**config.mk**
```make
export PLATFORM = sky130hd
export DESIGN_NAME = systolic_tile_ctrl
export DESIGN_NICKNAME = d
export VERILOG_FILES = /design/src/rtl/systolic_tile_ctrl.sv
export SDC_FILE = /design/constraint.sdc
export NUM_CORES = 1
export LEC_CHECK = 0
export ABC_AREA = 1
export CAP_MARGIN = 15
export CORE_MARGIN = 2
export CORE_UTILIZATION = 40
export CTS_CLUSTER_DIAMETER = 120
export DETAILED_ROUTE_END_ITERATION = 8
export PLACE_DENSITY = 0.68
export SLEW_MARGIN = 10
export SYNTH_ARGS = -nofsm -noshare
export SYNTH_HDL_FRONTEND = slang
export SYNTH_SLANG_ARGS = --single-unit
```
**constraint.sdc**
```tcl
create_clock -name clk_i -period 1.39 [get_ports clk_i]
set_input_delay 0.2085 -clock clk_i [delete_from_list [all_inputs] [get_ports clk_i]]
set_output_delay 0.2085 -clock clk_i [all_outputs]
set_load 0.02 [all_outputs]
```
**src/rtl/systolic_tile_ctrl.sv**
```systemverilog
// Tile sequencer for the systolic array: weight load, input streaming, wavefront flush,
// result drain, then a one-cycle done pulse.
module systolic_tile_ctrl #(
   parameter int unsigned ROWS  = 3,
   parameter int unsigned COLS  = 3,
   parameter int unsigned K_MAX = 16,
   parameter int unsigned CW    = $clog2(K_MAX + ROWS + COLS + 1),
   parameter int unsigned RW    = (ROWS > 1) ? $clog2(ROWS) : 1,
   parameter int unsigned CLW   = (COLS > 1) ? $clog2(COLS) : 1
) (
   input  logic            clk_i,
   input  logic            rst_i,
   input  logic            start_i,
   input  logic [CW-1:0]   k_len_i,
   input  logic [ROWS-1:0] ib_valid_i,
   output logic            busy_o,
   output logic            w_load_o,
   output logic [RW-1:0]   w_row_o,
   output logic            ib_read_o,
   output logic            acc_clr_o,
   output logic            acc_en_o,
   output logic            drain_valid_o,
   output logic [CLW-1:0]  drain_col_o,
   output logic            done_o,
   output logic            err_o
);

   localparam logic [CW-1:0] RowsLast = CW'(ROWS - 1);
   localparam logic [CW-1:0] ColsLast = CW'(COLS - 1);
   localparam logic [CW-1:0] KMax     = CW'(K_MAX);
   // Last counter value of the minimum flush window (ROWS+COLS-1 cycles).
   localparam logic [CW-1:0] FlushMin = CW'(ROWS + COLS - 2);

   typedef enum logic [2:0] {
      StIdle,
      StWload,
      StStream,
      StFlush,
      StDrain,
      StDone
   } state_e;

   state_e        state_q, state_d;
   logic [CW-1:0] cnt_q, cnt_d;
   logic [CW-1:0] klen_q, klen_d;
   logic          err_q, err_d;

   always_ff @(posedge clk_i or posedge rst_i) begin
      if (rst_i) begin
         state_q <= StIdle;
         cnt_q   <= '0;
         klen_q  <= '0;
         err_q   <= 1'b0;
      end else begin
         state_q <= state_d;
         cnt_q   <= cnt_d;
         klen_q  <= klen_d;
         err_q   <= err_d;
      end
   end

   always_comb begin
      state_d = state_q;
      cnt_d   = cnt_q;
      klen_d  = klen_q;
      err_d   = 1'b0;
      unique case (state_q)
         StIdle: begin
            if (start_i) begin
               if ((k_len_i == '0) || (k_len_i > KMax)) begin
                  err_d = 1'b1;
               end else begin
                  klen_d  = k_len_i;
                  cnt_d   = '0;
                  state_d = StWload;
               end
            end
         end
         StWload: begin
            if (cnt_q == RowsLast) begin
               cnt_d   = '0;
               state_d = StStream;
            end else begin
               cnt_d = cnt_q + CW'(1);
            end
         end
         StStream: begin
            if (cnt_q == (klen_q - CW'(1))) begin
               cnt_d   = '0;
               state_d = StFlush;
            end else begin
               cnt_d = cnt_q + CW'(1);
            end
         end
         StFlush: begin
            // Counter saturates at the minimum; afterwards only ib_valid holds us here.
            if ((cnt_q >= FlushMin) && (ib_valid_i == '0)) begin
               cnt_d   = '0;
               state_d = StDrain;
            end else if (cnt_q < FlushMin) begin
               cnt_d = cnt_q + CW'(1);
            end
         end
         StDrain: begin
            if (cnt_q == ColsLast) begin
               cnt_d   = '0;
               state_d = StDone;
            end else begin
               cnt_d = cnt_q + CW'(1);
            end
         end
         StDone: begin
            cnt_d   = '0;
            state_d = StIdle;
         end
         default: begin
            cnt_d   = '0;
            state_d = StIdle;
         end
      endcase
   end

   always_comb begin
      busy_o        = (state_q != StIdle);
      w_load_o      = (state_q == StWload);
      w_row_o       = w_load_o ? RW'(cnt_q) : '0;
      acc_clr_o     = w_load_o && (cnt_q == RowsLast);
      ib_read_o     = (state_q == StStream);
      drain_valid_o = (state_q == StDrain);
      drain_col_o   = drain_valid_o ? CLW'(cnt_q) : '0;
      done_o        = (state_q == StDone);
      err_o         = err_q;
      acc_en_o      = ((state_q == StStream) || (state_q == StFlush)) && (|ib_valid_i);
   end

endmodule

```
==> results.yml <==
synth:
  synthFlopType: "dfrtp_1"
  syn_area_um2: 1060
  syn_area_per_cell_um2: 6.46
  ys_seq_area_share_pct: 33.1
  syn_nets: 179
  synth-simple-area-share_pct: 43.7
  yosys_warnings: 0
  synth_compound_area_share_pct: 5.19
  yosys.area_share.xor_xnor_pct: 2.48
  synth_top_family_by_area: "simple AND/OR/NAND/NOR gates"
  synth_area_leaders: "dfrtp_1 (33%), nand2_1 (18%), inv_1 (7.8%), nor2_1 (7.4%), ha_1 (4.7%)"
  synth_fa_ha_area_share_pct: 4.72
  postSynthCellCount: 164
  synth_most_common_cell: "nand2_1"
  synth.mux.area_fraction_pct: 0
  synth_edf_count: 0
  synth.top_cell.area_share_pct: 33.1
  synth_common_cells: "nand2_1 (52), inv_1 (22), nor2_1 (21)"
  yosysTopAreaCell: "dfrtp_1"
  synth_cell_types: 21
  async_flop_share_pct: 100
  ys_seq_elements: 14
clock_tree:
  clock-root-buffer: "clkbuf_4"
  cts_buffers: 3
  clk_latency_ns: 0.27
  cts_tree: "done"
  hold_buffers: 0
  cts.reportedPaths.clkPinSlew_ns: 0.08
  htree_levels: 1
  max-clock-path-buffers: 2
  clock_sinks: 14
place:
  dp_slack_ns: -0.320
  port_buffers: 22
  finalWeightedCongestion: 0.765
  dpl_cell_area_um2: 1570
  dp_hpwl_um: 2130
sta:
  drv_slew: 0
  finalSetupViolations: 18
  tightest_slew_ns: 0.210
  period_needed_ns: 1.53
  max_freq_mhz: 655
  grt_setup_unrepaired: "yes"
  finalHoldViolations: 0
  post-route-period-util_pct: 110
  relSlewSlack_pct: 86.0
  clock-skew-final_ns: 0.00116
  setup_ws_ns: -0.138
worst_setup_path:
  r2r-start: "klen_q[1]$_DFFE_PP0P_"
  slowest_stage: "dfrtp_1"
  max_stage_delay_ns: 0.37
  critPathKind: "reg2reg"
  r2r_setup_slack_ns: -0.14
  crit_path_end_kind: "register"
  r2r-end: "cnt_q[2]$_DFFE_PP0P_"
  crit_top_cell: "nand2_1"
  cp.arrival_ns: 1.69
  cp_max_fo: 6
  path_cells: "inv_2 > ha_4 > inv_2 > nand2_1 > nand2_1 > nor2_1 > nand2_1 > nor2_2 > nand2_2 > nand2_4 > nand2_4 > nand2_1 > nand2_1"
  worst-r2r-cell-count: 13
  required_ns: 1.55
  cp-start-kind: "register"
route:
  vias: 1212
  viasPerCell: 4.73
  routedWlPerCell_um: 10.7
  routed_wl_um: 2740
  final_antenna_net_count: 0
  drt-pass1-iter-count: 4
  drtIter0Drc: 30
  drc_errors: 0
finish:
  drive_gt1_share_pct: 35.0
  fillers: 226
  syn2layout_area_growth_pct: 50.4
  antenna_cells: 0
  design_area_um2: 1590
  num-nets-final: 243
floorplanning:
  num_rows: 18
  start_util_pct: 42.4
  ios: 23
  die_x_um: 55.5
  die_h_um: 55.5
  die-area_um2: 3080
  core-area_um2: 2500
min_path:
  hp-class: "in2async"
grt:
  antenna_found_initial: 0
  overflow: 0
  grt_pass1_vias: 1122
  grt.total_usage_pct: 18.8
  grt_pass1_wl_um: 4740
  grt_start_max_net_pins: 15
run_status:
  outcome: "complete, but fails checks"
  violations: "setup timing"
job:
  max_cap_viol_count: 0
pwr:
  leakagePower_nw: 0.905
  finalPower_w: 0.00290
  power_density_nw_per_um2: 1820
  ir_drop_mv: 1.20
## state kept, by name, indices dropped and copies added, names as in the netlist
name     flops
cnt_q        5
klen_q       5
state_q      3
err_o        1
## cell usage in the layout (no fill, tap or decap)
cell             instances
nand4_1                  6
dfrtp_1                 14
ha_4                     1
ha_1                     3
buf_2                    4
xor2_1                   2
nor3_1                   1
o21ai_0                  5
dlygate4sd2_1            1
o21ai_2                  1
nand3_2                  1
nand2_4                  2
inv_2                   10
inv_4                    1
nor2_1                  21
inv_1                   18
clkdlybuf4s50_1         10
a21oi_1                  3
nand3_1                  9
clkbuf_4                 3
clkinv_1                 1
nor2_2                   3
nand2_2                  9
xnor2_1                  1
a31oi_1                  1
buf_4                   44
nand2_1                 51
## logic make-up after synthesis
kind of cell / after synthesis
DFF: 14
buffers and inverters: 30
AOI/OAI and AO/OA: 10
xor gates and xnor gates: 3
and+or+nand+nor: 103
adders and majority gates: 4
## layer usage
metal	vias to the layer above	global-route usage, %	share of wire (%)
met5	-	0	0
met4	0	4.53	0.22
met3	2	2.34	4.4
met2	30	33.7	50
met1	548	23.7	45
li1	632	-	-
## report_power, final
part           internal, W  switching [W]
Sequential        0.000546       0.000118
Combinational     0.000898        0.00112
Clock             0.000100       0.000123
Total              0.00154        0.00136
## what timing repair did
item	4_1_cts	5_1_grt
setup endpoints to repair	22	24
setup buffers	3	2
resized for setup	57	0
pin swaps	3	0
## worst max-delay path: cells and delay by family, from the launching register on
| kind | cells | cell delay, ns |
|---|---|---|
| simple gates | 10 | 0.69 |
| fa+ha+maj | 1 | 0.27 |
| flops | 1 | 0.37 |
| buf+inv | 2 | 0.10 |
## worst max-delay path by stage
stage / cells past startpoint / slack [ns] / to / startpoint
after global placement: 4 / -0.29 / acc_en_o / ib_valid_i[2]
after global routing: 13 / -0.29 / state_q[1]$_DFFE_PP0P_ / klen_q[1]$_DFFE_PP0P_
after CTS: 13 / -0.12 / cnt_q[2]$_DFFE_PP0P_ / klen_q[1]$_DFFE_PP0P_
after detailed placement: 12 / -0.32 / cnt_q[2]$_DFFE_PP0P_ / k_len_i[3]
final: 13 / -0.14 / cnt_q[2]$_DFFE_PP0P_ / klen_q[1]$_DFFE_PP0P_
after floorplan: 13 / -0.04 / state_q[0]$_DFFE_PP0P_ / klen_q[0]$_DFFE_PP0P_
## per-stage QoR
step | utilization [%] | std cells | TNS [ns] | hold slack [ns]
floorplan | - | 164 | -0.232 | 0.0977
global placement | 62.8 | 248 | -4.08 | 0.517
detailed placement | 62.8 | 248 | -4.92 | 0.527
CTS | 63.2 | 254 | -0.925 | 0.230
global route | 63.8 | 256 | -3.52 | 0.260
finish | 63.8 | 256 | -1.23 | 0.223
## area by class of cell
type	instances	area (um2)	share of cell area, %
clock buffer	3	22.5	1.41
timing repair buffer	59	459	28.8
inverter	30	115	7.22
multi-input combinational	120	609	38.2
sequential	14	350	22.0
tap	30	37.5	2.35
No activity file was read; power rests on OpenSTA's default activity.
